`config.mk`:
```
export PLATFORM = sky130hd
export DESIGN_NAME = id_ex_stage_flat
export DESIGN_NICKNAME = d
export VERILOG_FILES = /design/src/rtl/id_ex_stage_if.sv /design/src/rtl/id_ex_stage.sv /design/src/flat_wrapper.sv
export SDC_FILE = /design/constraint.sdc
export NUM_CORES = 1
export LEC_CHECK = 0
export BUFFER_PORTS_ARGS = -buffer_cell sky130_fd_sc_hd__buf_2
export CORE_AREA = 2 2 272 274
export DETAILED_ROUTE_END_ITERATION = 10
export DIE_AREA = 0 0 274 276
export PLACE_DENSITY = 0.4
export SLEW_MARGIN = 10
export SYNTH_ARGS = -nofsm -noshare
export SYNTH_HDL_FRONTEND = slang
export SYNTH_SLANG_ARGS = --single-unit
export TNS_END_PERCENT = 10
```
`constraint.sdc`:
```
create_clock -name clock -period 2.6 [get_ports clock]
set_clock_uncertainty 0.2 [all_clocks]
set_input_delay 0 -clock clock [delete_from_list [all_inputs] [get_ports clock]]
set_output_delay 0 -clock clock [all_outputs]
set_load 0.01 [all_outputs]
```
`src/rtl/id_ex_stage_if.sv`:
```
// ID/EX stage bus: decoded instruction, writeback bypass and redirect in;
// registered EX payload, load-use stall and performance counters out.
//   slave  : the id_ex_stage pipeline register
//   master : the decode/writeback side driving it
interface id_ex_stage_if #(
   parameter int unsigned DATA_W = 64,
   parameter int unsigned CNT_W  = 32
);
   localparam int unsigned REG_IDX_W = 5;
   localparam int unsigned ALUOP_W   = 2;

   // decode side
   logic                 id_valid;
   logic [REG_IDX_W-1:0] rs1;
   logic [REG_IDX_W-1:0] rs2;
   logic [REG_IDX_W-1:0] rd;
   logic [DATA_W-1:0]    ReadData1;
   logic [DATA_W-1:0]    ReadData2;
   logic [DATA_W-1:0]    imm;
   logic [DATA_W-1:0]    pc;
   logic                 regwrite_in;
   logic                 memread_in;
   logic                 memwrite_in;
   logic                 memtoreg_in;
   logic                 alusrc_in;
   logic                 branch_in;
   logic [ALUOP_W-1:0]   aluop_in;

   // writeback port and redirect
   logic                 wb_regwrite;
   logic [REG_IDX_W-1:0] wb_rd;
   logic [DATA_W-1:0]    wb_data;
   logic                 flush;

   // EX side
   logic                 ex_valid;
   logic [REG_IDX_W-1:0] ex_rs1;
   logic [REG_IDX_W-1:0] ex_rs2;
   logic [REG_IDX_W-1:0] ex_rd;
   logic [DATA_W-1:0]    ex_data1;
   logic [DATA_W-1:0]    ex_data2;
   logic [DATA_W-1:0]    ex_imm;
   logic [DATA_W-1:0]    ex_pc;
   logic                 ex_regwrite;
   logic                 ex_memread;
   logic                 ex_memwrite;
   logic                 ex_memtoreg;
   logic                 ex_alusrc;
   logic                 ex_branch;
   logic [ALUOP_W-1:0]   ex_aluop;
   logic                 stall;
   logic [CNT_W-1:0]     stall_count;
   logic [CNT_W-1:0]     flush_count;

   modport slave (
      input  id_valid, rs1, rs2, rd, ReadData1, ReadData2, imm, pc,
             regwrite_in, memread_in, memwrite_in, memtoreg_in, alusrc_in,
             branch_in, aluop_in, wb_regwrite, wb_rd, wb_data, flush,
      output ex_valid, ex_rs1, ex_rs2, ex_rd, ex_data1, ex_data2, ex_imm,
             ex_pc, ex_regwrite, ex_memread, ex_memwrite, ex_memtoreg,
             ex_alusrc, ex_branch, ex_aluop, stall, stall_count, flush_count
   );

   modport master (
      output id_valid, rs1, rs2, rd, ReadData1, ReadData2, imm, pc,
             regwrite_in, memread_in, memwrite_in, memtoreg_in, alusrc_in,
             branch_in, aluop_in, wb_regwrite, wb_rd, wb_data, flush,
      input  ex_valid, ex_rs1, ex_rs2, ex_rd, ex_data1, ex_data2, ex_imm,
             ex_pc, ex_regwrite, ex_memread, ex_memwrite, ex_memtoreg,
             ex_alusrc, ex_branch, ex_aluop, stall, stall_count, flush_count
   );
endinterface

```
`src/rtl/id_ex_stage.sv`:
```
// ID/EX pipeline register with load-use hazard detection, WB-to-ID operand
// bypass and saturating stall/flush event counters. One cycle latency.
// Ports:
//   clock : rising-edge clock
//   reset : asynchronous, active-low clear of all state
//   bus   : id_ex_stage_if.slave (decode/writeback in, EX payload out,
//           combinational stall, stall_count/flush_count)
module id_ex_stage #(
   parameter int unsigned DATA_W = 64,
   parameter int unsigned CNT_W  = 32
) (
   input  logic          clock,
   input  logic          reset,
   id_ex_stage_if.slave  bus
);
   localparam int unsigned REG_IDX_W = 5;
   localparam int unsigned ALUOP_W   = 2;

   logic                 r_valid;
   logic [REG_IDX_W-1:0] r_rs1;
   logic [REG_IDX_W-1:0] r_rs2;
   logic [REG_IDX_W-1:0] r_rd;
   logic [DATA_W-1:0]    r_data1;
   logic [DATA_W-1:0]    r_data2;
   logic [DATA_W-1:0]    r_imm;
   logic [DATA_W-1:0]    r_pc;
   logic                 r_regwrite;
   logic                 r_memread;
   logic                 r_memwrite;
   logic                 r_memtoreg;
   logic                 r_alusrc;
   logic                 r_branch;
   logic [ALUOP_W-1:0]   r_aluop;
   logic [CNT_W-1:0]     r_stall_cnt;
   logic [CNT_W-1:0]     r_flush_cnt;

   logic                 w_stall;
   logic                 w_byp1;
   logic                 w_byp2;
   logic [DATA_W-1:0]    w_data1;
   logic [DATA_W-1:0]    w_data2;
   logic                 w_bubble;

   // Load in EX whose destination is read by the valid instruction in ID.
   assign w_stall = r_valid & r_memread & (r_rd != '0) & bus.id_valid &
                    ((r_rd == bus.rs1) | (r_rd == bus.rs2));

   // Register file is written this cycle; forward the value being written.
   assign w_byp1  = bus.wb_regwrite & (bus.wb_rd != '0) & (bus.wb_rd == bus.rs1);
   assign w_byp2  = bus.wb_regwrite & (bus.wb_rd != '0) & (bus.wb_rd == bus.rs2);
   assign w_data1 = w_byp1 ? bus.wb_data : bus.ReadData1;
   assign w_data2 = w_byp2 ? bus.wb_data : bus.ReadData2;

   assign w_bubble = bus.flush | w_stall;

   // Pipeline register: flush/stall insert a bubble, else capture ID.
   always_ff @(posedge clock or negedge reset) begin
      if (!reset) begin
         r_valid    <= 1'b0;
         r_rs1      <= '0;
         r_rs2      <= '0;
         r_rd       <= '0;
         r_data1    <= '0;
         r_data2    <= '0;
         r_imm      <= '0;
         r_pc       <= '0;
         r_regwrite <= 1'b0;
         r_memread  <= 1'b0;
         r_memwrite <= 1'b0;
         r_memtoreg <= 1'b0;
         r_alusrc   <= 1'b0;
         r_branch   <= 1'b0;
         r_aluop    <= '0;
      end else if (w_bubble) begin
         r_valid    <= 1'b0;
         r_rs1      <= '0;
         r_rs2      <= '0;
         r_rd       <= '0;
         r_data1    <= '0;
         r_data2    <= '0;
         r_imm      <= '0;
         r_pc       <= '0;
         r_regwrite <= 1'b0;
         r_memread  <= 1'b0;
         r_memwrite <= 1'b0;
         r_memtoreg <= 1'b0;
         r_alusrc   <= 1'b0;
         r_branch   <= 1'b0;
         r_aluop    <= '0;
      end else begin
         r_valid    <= bus.id_valid;
         r_rs1      <= bus.rs1;
         r_rs2      <= bus.rs2;
         r_rd       <= bus.rd;
         r_data1    <= w_data1;
         r_data2    <= w_data2;
         r_imm      <= bus.imm;
         r_pc       <= bus.pc;
         // control is qualified so an invalid slot can never write state
         r_regwrite <= bus.id_valid & bus.regwrite_in;
         r_memread  <= bus.id_valid & bus.memread_in;
         r_memwrite <= bus.id_valid & bus.memwrite_in;
         r_memtoreg <= bus.id_valid & bus.memtoreg_in;
         r_alusrc   <= bus.id_valid & bus.alusrc_in;
         r_branch   <= bus.id_valid & bus.branch_in;
         r_aluop    <= bus.id_valid ? bus.aluop_in : '0;
      end
   end

   // Saturating event counters; a simultaneous flush and stall is a flush.
   always_ff @(posedge clock or negedge reset) begin
      if (!reset) begin
         r_stall_cnt <= '0;
         r_flush_cnt <= '0;
      end else if (bus.flush) begin
         if (r_flush_cnt != '1) r_flush_cnt <= r_flush_cnt + CNT_W'(1);
      end else if (w_stall) begin
         if (r_stall_cnt != '1) r_stall_cnt <= r_stall_cnt + CNT_W'(1);
      end
   end

   assign bus.ex_valid    = r_valid;
   assign bus.ex_rs1      = r_rs1;
   assign bus.ex_rs2      = r_rs2;
   assign bus.ex_rd       = r_rd;
   assign bus.ex_data1    = r_data1;
   assign bus.ex_data2    = r_data2;
   assign bus.ex_imm      = r_imm;
   assign bus.ex_pc       = r_pc;
   assign bus.ex_regwrite = r_regwrite;
   assign bus.ex_memread  = r_memread;
   assign bus.ex_memwrite = r_memwrite;
   assign bus.ex_memtoreg = r_memtoreg;
   assign bus.ex_alusrc   = r_alusrc;
   assign bus.ex_branch   = r_branch;
   assign bus.ex_aluop    = r_aluop;
   assign bus.stall       = w_stall;
   assign bus.stall_count = r_stall_cnt;
   assign bus.flush_count = r_flush_cnt;
endmodule

```
`src/flat_wrapper.sv`:
```
// flat-port wrapper written by rule: the top's interface ports become plain ports
module id_ex_stage_flat 
#(
   parameter int unsigned DATA_W = 64,
   parameter int unsigned CNT_W  = 32
)
  (clock, reset, bus_id_valid, bus_rs1, bus_rs2, bus_rd, bus_ReadData1, bus_ReadData2, bus_imm, bus_pc, bus_regwrite_in, bus_memread_in, bus_memwrite_in, bus_memtoreg_in, bus_alusrc_in, bus_branch_in, bus_aluop_in, bus_wb_regwrite, bus_wb_rd, bus_wb_data, bus_flush, bus_ex_valid, bus_ex_rs1, bus_ex_rs2, bus_ex_rd, bus_ex_data1, bus_ex_data2, bus_ex_imm, bus_ex_pc, bus_ex_regwrite, bus_ex_memread, bus_ex_memwrite, bus_ex_memtoreg, bus_ex_alusrc, bus_ex_branch, bus_ex_aluop, bus_stall, bus_stall_count, bus_flush_count);
  id_ex_stage_if #(.DATA_W(DATA_W), .CNT_W(CNT_W)) bus_i ();
  input  logic clock;
  input  logic reset;
  input wire logic [$bits(bus_i.id_valid)-1:0] bus_id_valid;
  input wire logic [$bits(bus_i.rs1)-1:0] bus_rs1;
  input wire logic [$bits(bus_i.rs2)-1:0] bus_rs2;
  input wire logic [$bits(bus_i.rd)-1:0] bus_rd;
  input wire logic [$bits(bus_i.ReadData1)-1:0] bus_ReadData1;
  input wire logic [$bits(bus_i.ReadData2)-1:0] bus_ReadData2;
  input wire logic [$bits(bus_i.imm)-1:0] bus_imm;
  input wire logic [$bits(bus_i.pc)-1:0] bus_pc;
  input wire logic [$bits(bus_i.regwrite_in)-1:0] bus_regwrite_in;
  input wire logic [$bits(bus_i.memread_in)-1:0] bus_memread_in;
  input wire logic [$bits(bus_i.memwrite_in)-1:0] bus_memwrite_in;
  input wire logic [$bits(bus_i.memtoreg_in)-1:0] bus_memtoreg_in;
  input wire logic [$bits(bus_i.alusrc_in)-1:0] bus_alusrc_in;
  input wire logic [$bits(bus_i.branch_in)-1:0] bus_branch_in;
  input wire logic [$bits(bus_i.aluop_in)-1:0] bus_aluop_in;
  input wire logic [$bits(bus_i.wb_regwrite)-1:0] bus_wb_regwrite;
  input wire logic [$bits(bus_i.wb_rd)-1:0] bus_wb_rd;
  input wire logic [$bits(bus_i.wb_data)-1:0] bus_wb_data;
  input wire logic [$bits(bus_i.flush)-1:0] bus_flush;
  output wire logic [$bits(bus_i.ex_valid)-1:0] bus_ex_valid;
  output wire logic [$bits(bus_i.ex_rs1)-1:0] bus_ex_rs1;
  output wire logic [$bits(bus_i.ex_rs2)-1:0] bus_ex_rs2;
  output wire logic [$bits(bus_i.ex_rd)-1:0] bus_ex_rd;
  output wire logic [$bits(bus_i.ex_data1)-1:0] bus_ex_data1;
  output wire logic [$bits(bus_i.ex_data2)-1:0] bus_ex_data2;
  output wire logic [$bits(bus_i.ex_imm)-1:0] bus_ex_imm;
  output wire logic [$bits(bus_i.ex_pc)-1:0] bus_ex_pc;
  output wire logic [$bits(bus_i.ex_regwrite)-1:0] bus_ex_regwrite;
  output wire logic [$bits(bus_i.ex_memread)-1:0] bus_ex_memread;
  output wire logic [$bits(bus_i.ex_memwrite)-1:0] bus_ex_memwrite;
  output wire logic [$bits(bus_i.ex_memtoreg)-1:0] bus_ex_memtoreg;
  output wire logic [$bits(bus_i.ex_alusrc)-1:0] bus_ex_alusrc;
  output wire logic [$bits(bus_i.ex_branch)-1:0] bus_ex_branch;
  output wire logic [$bits(bus_i.ex_aluop)-1:0] bus_ex_aluop;
  output wire logic [$bits(bus_i.stall)-1:0] bus_stall;
  output wire logic [$bits(bus_i.stall_count)-1:0] bus_stall_count;
  output wire logic [$bits(bus_i.flush_count)-1:0] bus_flush_count;
  assign bus_i.id_valid = bus_id_valid;
  assign bus_i.rs1 = bus_rs1;
  assign bus_i.rs2 = bus_rs2;
  assign bus_i.rd = bus_rd;
  assign bus_i.ReadData1 = bus_ReadData1;
  assign bus_i.ReadData2 = bus_ReadData2;
  assign bus_i.imm = bus_imm;
  assign bus_i.pc = bus_pc;
  assign bus_i.regwrite_in = bus_regwrite_in;
  assign bus_i.memread_in = bus_memread_in;
  assign bus_i.memwrite_in = bus_memwrite_in;
  assign bus_i.memtoreg_in = bus_memtoreg_in;
  assign bus_i.alusrc_in = bus_alusrc_in;
  assign bus_i.branch_in = bus_branch_in;
  assign bus_i.aluop_in = bus_aluop_in;
  assign bus_i.wb_regwrite = bus_wb_regwrite;
  assign bus_i.wb_rd = bus_wb_rd;
  assign bus_i.wb_data = bus_wb_data;
  assign bus_i.flush = bus_flush;
  assign bus_ex_valid = bus_i.ex_valid;
  assign bus_ex_rs1 = bus_i.ex_rs1;
  assign bus_ex_rs2 = bus_i.ex_rs2;
  assign bus_ex_rd = bus_i.ex_rd;
  assign bus_ex_data1 = bus_i.ex_data1;
  assign bus_ex_data2 = bus_i.ex_data2;
  assign bus_ex_imm = bus_i.ex_imm;
  assign bus_ex_pc = bus_i.ex_pc;
  assign bus_ex_regwrite = bus_i.ex_regwrite;
  assign bus_ex_memread = bus_i.ex_memread;
  assign bus_ex_memwrite = bus_i.ex_memwrite;
  assign bus_ex_memtoreg = bus_i.ex_memtoreg;
  assign bus_ex_alusrc = bus_i.ex_alusrc;
  assign bus_ex_branch = bus_i.ex_branch;
  assign bus_ex_aluop = bus_i.ex_aluop;
  assign bus_stall = bus_i.stall;
  assign bus_stall_count = bus_i.stall_count;
  assign bus_flush_count = bus_i.flush_count;
  id_ex_stage #(.DATA_W(DATA_W), .CNT_W(CNT_W)) u_core (.clock(clock), .reset(reset), .bus(bus_i));
endmodule
```
# Word level (Yosys, flattened, before mapping)
# Cells that the tools add are included.
totals:
  reg_bits: 344
  in_bits: 353
  output_inout_bits: 345
  elab_cells: 63
classes:
  n_addsub: 2
  n_eq_ne: 6
  muxes: 18
  bitwise: 16
  reduce_logical: 4
ops:
  columns: ["operator", "n"]
  rows:
  - ["$mux W64", 6]
  - ["$add A32 B1 Y32 const B", 2]
  - ["$ne A32 B32 Y1 const B", 2]
  - ["$eq A5 B5 Y1", 4]
  - ["$mux W5", 3]
  - ["$and A1 B1 Y1", 13]
  - ["$reduce_bool A5 Y1", 2]
  - ["$mux W1", 7]
  - ["$mux W2", 2]
  - ["$reduce_and A3 Y1", 1]
  - ["$or A1 B1 Y1", 2]
  - ["$reduce_and A2 Y1", 1]
  - ["$not A1 Y1", 1]

# Depth between registers and ports, before layout
# Gate-level depths: netlist of run 1.
depth:
  ltp_word: 6
  mapped_depth: 8

# Worst setup path after synthesis of run 1
# No wires, ideal clock.
synth_path:
  path_type: "reg2reg"
  start: "register u_core.r_stall_cnt[0] (netlist: u_core.bus.stall_count[0])"
  end: "register u_core.r_stall_cnt[1] (netlist: u_core.bus.stall_count[1])"
  setup_time_ns: 0.125
  t_arrival_ns: 1.983
  setup_slack_ns: 0.293
  stages_incl_launch_ff: 8
  path_buffers: 1
  period_less_slack_ns: 2.307
  path_cell_list: "dfrtp_1 -> ha_1 -> nand3_1 -> nor3_1 -> nand4_1 -> nand3_2 -> buf_4 -> mux2_2"
synth_via:
  elab_chain_cells: 2
synth_rtl:
  columns: ["item", "line_no", "text"]
  rows:
  - ["from (decl)", "id_ex_stage.sv:34", "logic [CNT_W-1:0] r_stall_cnt;"]
  - ["from (signal assigned)", "id_ex_stage.sv:118", "if (r_stall_cnt != '1) r_stall_cnt <= r_stall_cnt + CNT_W'(1);"]
  - ["branches (longest 2 deep; another with $add A32 B1 Y32)", null, null]
# Parallel ways; which one is timed is not known.
# A chain may end at the register's enable or synchronous reset.

# Final worst setup path of run 1
layout_path:
  start: "input bus_rs1[3]"
  end: "register u_core.r_data1[43] (netlist: u_core.bus.ex_data1[43])"
layout_via:
  elab_chain_cells: 5
layout_rtl:
  columns: ["item", "line_no", "text"]
  rows:
  - ["from (decl)", "flat_wrapper.sv:12", "input wire logic [$bits(bus_i.rs1)-1:0] bus_rs1;"]
  - ["$eq A5 B5 Y1", "id_ex_stage.sv:46", "((r_rd == bus.rs1) | (r_rd == bus.rs2));"]
  - ["$or A1 B1 Y1", "id_ex_stage.sv:46", null]
  - ["$and A1 B1 Y1", "id_ex_stage.sv:45", "assign w_stall = r_valid & r_memread & (r_rd != '0) & bus.id_valid &"]
  - ["$or A1 B1 Y1", "id_ex_stage.sv:54", "assign w_bubble = bus.flush | w_stall;"]
  - ["$mux W64 *", "id_ex_stage.sv:74", "end else if (w_bubble) begin"]
  - ["to (signal assigned)", "id_ex_stage.sv:95", "r_data1 <= w_data1;"]
  - ["to (decl)", "id_ex_stage.sv:23", "logic [DATA_W-1:0] r_data1;"]
# Every way passes the cells marked *; elsewhere a longest branch is shown, timed or not.

==> flow_metrics.py, run 1 <==
metrics = {
    "status": {
        "status": "complete, no violations",
    },
    "yosys": {
        "yosysTopAreaCell": "dfrtp_1",
        "yosys.cell_types.count": 40,
        "yosys.area.top_type_share_pct": 62.8,
        "synthesis.nets": 1549,
        "leading_register_cell_type_out_of_synthesis": "dfrtp_1",
        "post_synth_inst_count": 1194,
        "synth_area_per_cell_um2": 11.5,
        "synthesis.area_um2": 13700,
        "yosysWarnings": 0,
        "postSynth.asyncResetShare_pct": 100,
        "yosysSeqAreaShare_pct": 62.8,
        "postSynthRegisterBits": 344,
        "synth.top_cells.by_area": "dfrtp_1 63%, a21oi_2 7.7%, nand2_1 7.5%",
        "synth-edff-count": 0,
    },
    "setup_path": {
        "critical_path.slowest_cell": "dlygate4sd3_1",
        "criticalPathCategory": "input port to register",
        "crit_family": "buffers and inverters",
        "endpoint_kind": "register",
        "cp_common_cell": "dlygate4sd3_1",
        "critPathMaxFanout": 18,
        "cpPeakStageDelay_ns": 0.57,
        "crit_arrival_ns": 2.74,
        "rrSetupSlack_ns": 0.16,
        "crit_buf_inv": 4,
        "cell_breakdown_of_the_critical_path": "dlygate4sd3_1 > buf_2 > xor2_1 > nor4_1 > and3_4 > buf_12 > nand2_1 > dlygate4sd3_1 > a21oi_2",
        "worstSetupStartpointType": "input port",
        "critical_path_rt_ns": 2.90,
    },
    "drt": {
        "antenna_left": 0,
        "post_drt_wl_per_cell_um": 17.9,
        "detail_route.iter0.violations": 610,
        "routed_via_density": 3.94,
        "totalWireLength_um": 62500,
        "dr.pass1.iters": 6,
        "vias": 13700,
        "drt_drc_violations_left": 0,
    },
    "run": {
        "cap_viol_max_count": 0,
    },
    "pwr": {
        "power_density_over_cell_area_nw_per_um2": 540,
        "p_leak_nw": 12.7,
        "peakVddDrop_mv": 0.443,
    },
    "grt": {
        "number_of_global_route_vias_before_repair": 15300,
        "grt_antenna_before_repair": 12,
        "grt_max_degree": 86,
        "first_pass_grt_wire_length_um": 92700,
        "overflow": 0,
        "grt_util_all_layers_pct": 16.1,
    },
    "cts": {
        "clock_insertion_delay_worst_skew_ns": 0.58,
        "clock_sinks": 344,
        "post-cts-setup-buffer-count": 0,
        "clock-root-buffer": "clkbuf_16",
        "cts_buffer_depth": 3,
        "path_clk_slew_ns": 0.06,
        "cts_tree": "built",
        "cts_made_buffers": 43,
        "h-tree-depth": 2,
    },
    "die": {
        "boundaryPins": 698,
        "die_span_y_um": 276,
        "die_w_um": 274,
        "initial_core_util_pct": 18.9,
        "core-area_um2": 72600,
        "std_cell_rows": 99,
        "floorplan.die_area_um2": 75600,
    },
    "sta": {
        "rsz0062_at_grt": "false",
        "hold-worst-slack_ns": 0.0255,
        "final.period_utilization_pct": 93.9,
        "timing_worst_slew_pin_value_ns": 0.755,
        "tns_ns": 0,
        "period_minus_slack_ns": 2.44,
        "setup_viol_count_final": 0,
        "final_critical_path_setup_slack_ns": 0.159,
        "max_slew_violation_count": 0,
        "finalHoldViolations": 0,
        "slew-limit-headroom_pct": 49.7,
        "max_freq_mhz": 410,
    },
    "final_layout": {
        "syn_to_final_growth_pct": 87.6,
        "final_layout_size_suffix_gt1_share_pct": 37.8,
        "finish.net_count": 2848,
    },
    "place": {
        "hpwl_after_detailed_placement_um": 43700,
        "gp_congestion": 0.842,
        "detailedPlace.worstSlack_ns": 0.174,
        "port_buffers": 697,
    },
    "min_path": {
        "worstHoldPathType": "input port to register",
    },
}
worst reg2reg max path, delay by kind of cell, from the launching register on:
kind / cells / cell delay (ns)
simple gates: 3 / 1.05
flops: 1 / 0.42
compound gates: 2 / 0.41
buf+inv: 1 / 0.27
routing by layer:
layer | vias up | wire, µm | part of all wire [%] | GRT usage, %
met5 | - | 52 | 0.083 | 0
met4 | 8 | 2440 | 3.9 | 6.62
met3 | 123 | 5960 | 9.5 | 5.69
met2 | 573 | 30500 | 49 | 28.2
met1 | 6550 | 23600 | 38 | 17.5
li1 | 6488 | - | - | -
worst paths after layout:
kind,from,endpoint,depth (start not counted)
worst min-delay path,bus_wb_rd[1],u_core.bus.ex_data2[10],6
min in group asynchronous,reset,u_core.bus.ex_data1[18],3
max in group asynchronous,reset,u_core.bus.ex_imm[60],4
worst max register to register,u_core.bus.ex_rd[0],u_core.bus.ex_data1[5],6
worst min register to register,u_core.bus.flush_count[17],u_core.bus.flush_count[17],1
worst max-delay path,bus_rs1[3],u_core.bus.ex_data1[43],9
cell usage in the layout, fill, tap and decap left out, types with 19 or more instances in the layout:
| cell type | synthesis | final |
|---|---|---|
| a21oi_2 | 120 | 120 |
| and2_1 | 146 | 146 |
| buf_12 | 0 | 19 |
| buf_2 | 29 | 696 |
| buf_4 | 1 | 33 |
| clkbuf_16 | 0 | 43 |
| dfrtp_1 | 344 | 344 |
| dlygate4sd3_1 | 0 | 565 |
| nand2_1 | 274 | 274 |
| nand3_1 | 33 | 33 |
| nand4_1 | 21 | 21 |
| nor2_1 | 22 | 22 |
| xnor2_1 | 45 | 45 |
| xor2_1 | 37 | 37 |
power breakdown:
| group | total, W | switching [W] | internal [W] |
|---|---|---|---|
| Combinational | 0.00225 | 0.00102 | 0.00123 |
| Clock | 0.00584 | 0.00246 | 0.00338 |
| Sequential | 0.00579 | 0.000150 | 0.00564 |
state kept, by name (all words and copies together) (netlist names):
| name | count |
|---|---|
| u_core.bus.stall_count | 32 |
| u_core.bus.ex_aluop | 2 |
| u_core.bus.ex_branch | 1 |
| u_core.bus.ex_memtoreg | 1 |
| u_core.bus.flush_count | 32 |
| u_core.bus.ex_rs2 | 5 |
| u_core.bus.ex_imm | 64 |
| u_core.bus.ex_data1 | 64 |
| u_core.bus.ex_pc | 64 |
| u_core.bus.ex_alusrc | 1 |
| u_core.bus.ex_data2 | 64 |
| u_core.bus.ex_memread | 1 |
| u_core.bus.ex_regwrite | 1 |
| u_core.bus.ex_rd | 5 |
| u_core.bus.ex_memwrite | 1 |
| u_core.bus.ex_valid | 1 |
| u_core.bus.ex_rs1 | 5 |
cell usage after synthesis (3+ instances only):
| cell | number |
|---|---|
| clkbuf_1 | 9 |
| and3_1 | 20 |
| nand4_1 | 21 |
| nor3_1 | 10 |
| buf_2 | 29 |
| or2_2 | 6 |
| dfrtp_1 | 344 |
| inv_1 | 8 |
| xnor2_1 | 45 |
| and2_1 | 146 |
| nor3_2 | 3 |
| nand2_1 | 274 |
| nand3_1 | 33 |
| nand3_2 | 3 |
| and4_1 | 3 |
| buf_6 | 14 |
| a21oi_2 | 120 |
| buf_1 | 7 |
| nor4_1 | 10 |
| xor2_1 | 37 |
| a21oi_1 | 8 |
| nor2_1 | 22 |
final cells by class:
cell class	count	area, µm²
multi-input combinational	782	4700
timing repair buffer	1314	9780
inverter	8	30.0
tap	959	1200
clock buffer	64	1220
clock inverter	13	134
sequential	344	8610
antenna	6	15.0
fill	7289	46900
per-stage QoR:
stage	power (W)	utilization (%)	area, µm²	cells
5_1_grt	0.0146	35.4	25700	3489
3_5_place_dp	0.00747	25.7	18700	2842
2_1_floorplan	0.00649	-	13700	1194
6_report	0.0139	35.4	25700	3490
3_3_place_gp	0.00746	25.7	18700	2842
4_1_cts	0.0141	35.4	25700	3483
cell families (layout without fill, tap and decap cells):
kind of cell    Yosys count  in the layout  synth area share, %
fa+ha+maj                 2              2                0.183
simple gates            560            560                 20.1
xor+xnor                 82             82                 5.24
mux                       2              2                0.164
other cells               0              6                    0
buf+inv                  68           1399                 2.92
compound gates          136            136                 8.50
flops                   344            344                 62.8
what timing repair did:
action,4_1_cts,5_1_grt
endpoints found under the hold margin,653,4
resized for setup,0,1
hold buffers,564,1
endpoints found under the setup margin,0,1
(Power assumes the default switching activity.)
==> inputs of run 2 (changes only) <==
CORE_AREA = 4 4 267 269   (was 2 2 272 274)
DIE_AREA = 0 0 271 273   (was 0 0 274 276)
PLACE_DENSITY = 0.41   (was 0.4)
SKIP_CTS_REPAIR_TIMING = 1   (was default)
==> flow_metrics.py, run 2 (synthesized netlist as in run 1, its figures left out) <==
metrics = {
    "final_layout": {
        "final_design_area_no_fill_um2": 24400,
        "most_frequent_standard_cell_in_the_layout_excluding_fill_and_tap_cells": "buf_2",
        "layout_common_cells": "696 x buf_2, 431 x dlygate4sd3_1, 344 x dfrtp_1",
        "finish.net_count": 2724,
        "final_core_density_pct": 35.6,
        "final_layout_size_suffix_gt1_share_pct": 40.6,
        "syn_to_final_growth_pct": 78.3,
        "final-instance-count-excl-fill": 3332,
        "fillers": 6880,
    },
    "place": {
        "gp_congestion": 0.870,
        "hpwl_after_detailed_placement_um": 43400,
        "port_buffers": 697,
        "placed_area_um2": 18600,
        "numPlacedInstances": 2825,
    },
    "grt": {
        "overflow": 0,
        "grt_antenna_before_repair": 1,
        "number_of_global_route_vias_before_repair": 12700,
        "grt_util_all_layers_pct": 14.4,
        "grt_max_degree": 78,
        "first_pass_grt_wire_length_um": 81800,
    },
    "setup_path": {
        "crit_arrival_ns": 2.70,
        "worstSetupStartpointType": "register",
        "critPathMaxFanout": 6,
        "criticalPathCategory": "register to register",
        "critical_path_rt_ns": 2.87,
        "rrSetupSlack_ns": 0.17,
        "endpoint_kind": "register",
    },
    "drt": {
        "post_drt_wl_per_cell_um": 17.8,
        "dr.pass1.iters": 7,
        "detail_route.iter0.violations": 573,
        "totalWireLength_um": 59300,
        "vias": 13200,
        "routed_via_density": 3.95,
        "antenna_left": 0,
        "drt_drc_violations_left": 0,
    },
    "die": {
        "die_span_y_um": 273,
        "die_w_um": 271,
        "initial_core_util_pct": 20.0,
        "boundaryPins": 698,
        "core-area_um2": 68600,
        "floorplan.die_area_um2": 74000,
        "std_cell_rows": 96,
    },
    "cts": {
        "cts_made_buffers": 42,
        "clock_sinks": 344,
        "cts_buffer_depth": 3,
        "cts_tree": "built",
        "clock_insertion_delay_worst_skew_ns": 0.57,
        "h-tree-depth": 2,
        "path_clk_slew_ns": 0.06,
        "clock-root-buffer": "clkbuf_16",
    },
    "status": {
        "status": "complete, but fails checks",
        "violations": "hold timing",
    },
    "pwr": {
        "p_leak_nw": 12.3,
        "switching_share_pct": 25.2,
        "p_sw_w": 0.00355,
        "seq_power_share_pct": 41.2,
        "clkPwrFrac_pct": 44.3,
        "peakVddDrop_mv": 0.463,
        "combPwrFrac_pct": 14.5,
        "power_report.internal_total_w": 0.0105,
        "power_density_over_cell_area_nw_per_um2": 577,
    },
    "sta": {
        "setup_viol_count_final": 0,
        "tns_ns": 0,
        "rsz0062_at_grt": "false",
        "period_minus_slack_ns": 2.43,
        "timing_worst_slew_pin_value_ns": 0.662,
        "finalHoldViolations": 6,
        "final.period_utilization_pct": 93.3,
        "max_slew_violation_count": 0,
        "slew-limit-headroom_pct": 55.9,
        "max_freq_mhz": 412,
        "hold-worst-slack_ns": -0.0173,
    },
    "run": {
        "cap_viol_max_count": 0,
    },
    "min_path": {
        "worstHoldPathType": "input port to register",
    },
}
run 2: cell types whose count changed in the layout (fill, tap and decap cells not counted), sizes merged:
cell,previous run,this run
buf,749,760
clkinvlp,1,0
bufinv,1,6
diode,6,1
clkbuf,64,55
clkinv,9,13
dlygate4sd3,565,431
inv,10,9
run 2: through the flow:
| stage | hold slack, ns | setup WS, ns | total power (W) |
|---|---|---|---|
| finish | -0.0173 | 0.173 | 0.0141 |
| global route | -0.0188 | 0.0125 | 0.0147 |
| CTS | -0.766 | 0.114 | 0.0138 |
| detailed placement | -0.141 | 0.213 | 0.00744 |
| global placement | -0.157 | 0.218 | 0.00743 |
| floorplan | -0.496 | 0.293 | 0.00649 |
run 2: worst paths after layout:
kind | start | end | cells past startpoint
setup / recovery | u_core.bus.stall_count[0] | u_core.bus.stall_count[26] | 8
hold / removal | bus_pc[3] | u_core.bus.ex_pc[3] | 3
setup reg to reg | u_core.bus.stall_count[0] | u_core.bus.stall_count[26] | 8
hold reg to reg | u_core.bus.flush_count[23] | u_core.bus.flush_count[23] | 1
max in group asynchronous | reset | u_core.bus.flush_count[8] | 5
min in group asynchronous | reset | u_core.bus.ex_pc[38] | 3
run 2: cell type report:
cell class | instances | area, µm² | share of cell area, %
Sequential cell | 344 | 8610 | 35.2
Timing Repair Buffer | 1191 | 8440 | 34.5
Multi-Input combinational cell | 782 | 4710 | 19.3
Clock buffer | 55 | 1190 | 4.88
Tap cell | 931 | 1160 | 4.77
Clock inverter | 20 | 277 | 1.13
Inverter | 8 | 30.0 | 0.123
Antenna cell | 1 | 2.50 | 0.0102
run 2: metal layers:
layer / GRT usage [%] / up-vias / wire (µm)
li1: - / 6223 / -
met1: 16.0 / 6363 / 22300
met2: 26.2 / 498 / 31100
met3: 4.77 / 89 / 4340
met4: 4.54 / 0 / 1520
met5: 0 / - / 0
run 2: critical path, cell delays in order (launching register included):
cell and delay, ns:
dfrtp_1 0.42, ha_1 0.21, and3_1 0.21, nand3_1 0.10, a311oi_1 0.31, buf_4 0.18, nand3_1 0.26, nor3_1 0.28
xor2_1 0.17
run 2: power groups by stage:
stage / Clock [W] / Combinational, W / Sequential, W
floorplan: 0 / 0.000472 / 0.00602
global placement: 0 / 0.00154 / 0.00589
detailed placement: 0 / 0.00155 / 0.00589
CTS: 0.00645 / 0.00155 / 0.00580
global route: 0.00665 / 0.00223 / 0.00584
finish: 0.00625 / 0.00204 / 0.00580
==> inputs of run 3 (changes only) <==
ABC_AREA = 1   (was default)
PLACE_DENSITY = 0.43   (was 0.41)
==> flow_metrics.py, run 3 <==
metrics = {
    "yosys": {
        "yosysSeqAreaShare_pct": 57.7,
        "synth_area_per_cell_um2": 8.48,
        "yosys.area.top_type_share_pct": 57.7,
        "synthesis.nets": 2115,
        "post_synth_inst_count": 1760,
        "leading_register_cell_type_out_of_synthesis": "dfrtp_1",
        "postSynthRegisterBits": 344,
        "synth_most_common_cell": "nand2_1",
        "synthesis.area_um2": 14900,
        "postSynth.asyncResetShare_pct": 100,
        "netlist_top_cells_count": "462 x nand2_1, 344 x dfrtp_1, 247 x nor2_1, 196 x inv_1, 167 x nand3_1",
        "yosysTopAreaCell": "dfrtp_1",
        "yosys.cell_types.count": 30,
        "synth.top_cells.by_area": "dfrtp_1 58%, nand2_1 12%, nor2_1 6.2%",
        "yosysWarnings": 0,
        "synth-edff-count": 0,
    },
    "setup_path": {
        "reg2regPathDepth": 7,
        "critPathMaxFanout": 46,
        "endpoint_kind": "register",
        "r2r_end": "u_core.bus.ex_rs2[1]",
        "crit_arrival_ns": 2.64,
        "rrSetupSlack_ns": 0.14,
        "worstReg2RegStart": "u_core.bus.ex_rd[1]",
        "worstSetupStartpointType": "register",
        "critical_path_rt_ns": 2.78,
        "criticalPathCategory": "register to register",
    },
    "cts": {
        "h-tree-depth": 2,
        "path_clk_slew_ns": 0.06,
        "clock_sinks": 344,
        "clock-root-buffer": "clkbuf_16",
        "cts_buffer_depth": 3,
        "cts_tree": "built",
        "clock_insertion_delay_worst_skew_ns": 0.56,
        "cts_made_buffers": 43,
    },
    "status": {
        "violations": "hold timing",
        "status": "complete, but fails checks",
    },
    "sta": {
        "hold-worst-slack_ns": -0.00220,
        "setup_viol_count_final": 0,
        "max_slew_violation_count": 0,
        "final.period_utilization_pct": 94.6,
        "period_minus_slack_ns": 2.46,
        "timing_worst_slew_pin_value_ns": 0.641,
        "tns_ns": 0,
        "finalHoldViolations": 2,
        "slew-limit-headroom_pct": 56.8,
        "max_freq_mhz": 407,
    },
    "grt": {
        "grt_max_degree": 77,
        "number_of_global_route_vias_before_repair": 14900,
        "grt_antenna_before_repair": 14,
        "grt_util_all_layers_pct": 17.5,
        "first_pass_grt_wire_length_um": 98300,
        "overflow": 0,
    },
    "pwr": {
        "p_leak_nw": 13.5,
        "power_density_over_cell_area_nw_per_um2": 560,
        "peakVddDrop_mv": 0.374,
    },
    "final_layout": {
        "syn_to_final_growth_pct": 70.2,
        "fillers": 7045,
        "finish.net_count": 3235,
        "final_design_area_no_fill_um2": 25400,
        "most_frequent_standard_cell_in_the_layout_excluding_fill_and_tap_cells": "buf_2",
        "final_layout_size_suffix_gt1_share_pct": 28.4,
        "layout_common_cells": "696 x buf_2, 461 x nand2_1, 426 x dlygate4sd3_1",
    },
    "place": {
        "placed_area_um2": 19600,
        "port_buffers": 697,
        "gp_congestion": 0.885,
        "hpwl_after_detailed_placement_um": 52100,
    },
    "die": {
        "core-area_um2": 68600,
        "floorplan.die_area_um2": 74000,
        "die_w_um": 271,
        "initial_core_util_pct": 21.7,
        "std_cell_rows": 96,
        "boundaryPins": 698,
        "die_span_y_um": 273,
    },
    "min_path": {
        "worstHoldPathType": "input port to register",
        "hold-path-endpoint": "u_core.bus.ex_imm[63]",
        "hold_path_depth": 4,
        "holdCritStartpoint": "bus_imm[63]",
    },
    "drt": {
        "dr.pass1.iters": 6,
        "antenna_left": 0,
        "drt_drc_violations_left": 0,
        "routed_via_density": 4.26,
        "post_drt_wl_per_cell_um": 18.5,
        "totalWireLength_um": 71300,
        "detail_route.iter0.violations": 899,
        "vias": 16400,
    },
    "run": {
        "cap_viol_max_count": 0,
    },
}
## run 3: changes by cell type after synthesis, sizes merged, moves of 22 or more
| cell | before | now |
|---|---|---|
| xnor2 | 45 | 23 |
| inv | 8 | 201 |
| nor2 | 23 | 250 |
| buf | 51 | 81 |
| nand2 | 274 | 470 |
| nand3 | 36 | 168 |
| and2 | 146 | 0 |
## run 3: kinds of logic after synthesis
logic type	Yosys count	synth area share, %
and+or+nand+nor	941	26.5
DFF	344	57.7
buffers and inverters	287	8.30
AOI/OAI and AO/OA	145	4.89
xor gates and xnor gates	41	2.41
adders and majority gates	2	0.168
## run 3: power by group
| part | internal [W] | leakage [nW] | switching (W) |
|---|---|---|---|
| clock network | 0.00379 | 0.709 | 0.00243 |
| registers | 0.00563 | 4.49 | 0.000135 |
| logic | 0.00106 | 8.26 | 0.00117 |
| total | 0.0105 | 13.5 | 0.00374 |
## run 3: routing by layer
metal	vias up	global-route usage, %	share of wire, %
met5	-	0	0.087
met4	8	5.83	3.7
met3	145	6.49	8.1
met2	690	29.2	49
met1	7824	21.0	39
li1	7719	-	-
## run 3: worst max path at each step
stage,depth (start not counted),end,startpoint
6_report,7,u_core.bus.ex_rs2[1],u_core.bus.ex_rd[1]
5_1_grt,8,bus_stall,u_core.bus.ex_rd[0]
4_1_cts,8,bus_stall,u_core.bus.ex_rd[0]
3_5_place_dp,7,u_core.bus.ex_rs2[1],u_core.bus.ex_rd[1]
3_3_place_gp,7,u_core.bus.ex_rs2[1],u_core.bus.ex_rd[0]
2_1_floorplan,11,u_core.bus.flush_count[30],u_core.bus.flush_count[0]
## run 3: critical path: stages (launching register included)
cell     delay (ns)
dfrtp_1        0.43
nor2_1         0.15
nand4_1        0.13
nand4_1        0.24
inv_2          0.10
nand2_2        0.14
nand2_8        0.27
nor2_1         0.57
## run 3: stage by stage
step           worst slack [ns]  hold WS [ns]  instances  utilization (%)  total power (W)
5_1_grt                -0.00304       -0.0104       3845             37.0           0.0149
2_1_floorplan             0.685        -0.496       1760                -          0.00652
6_report                  0.141      -0.00220       3848             37.0           0.0142
3_3_place_gp              0.108        -0.201       3338             28.6          0.00755
4_1_cts                  0.0463        -0.811       3413             30.7           0.0139
3_5_place_dp              0.140        -0.186       3338             28.6          0.00756
## run 3: layout make-up
type,instances,area (µm²),area share (%)
clock inverters,12,196,0.774
well taps,931,1160,4.59
multi-input cells,1129,5120,20.2
diodes,7,17.5,0.0690
repair buffers,1160,8250,32.5
clock buffers,63,1270,5.01
flip-flops and latches,344,8610,33.9
inverters,202,761,3.00
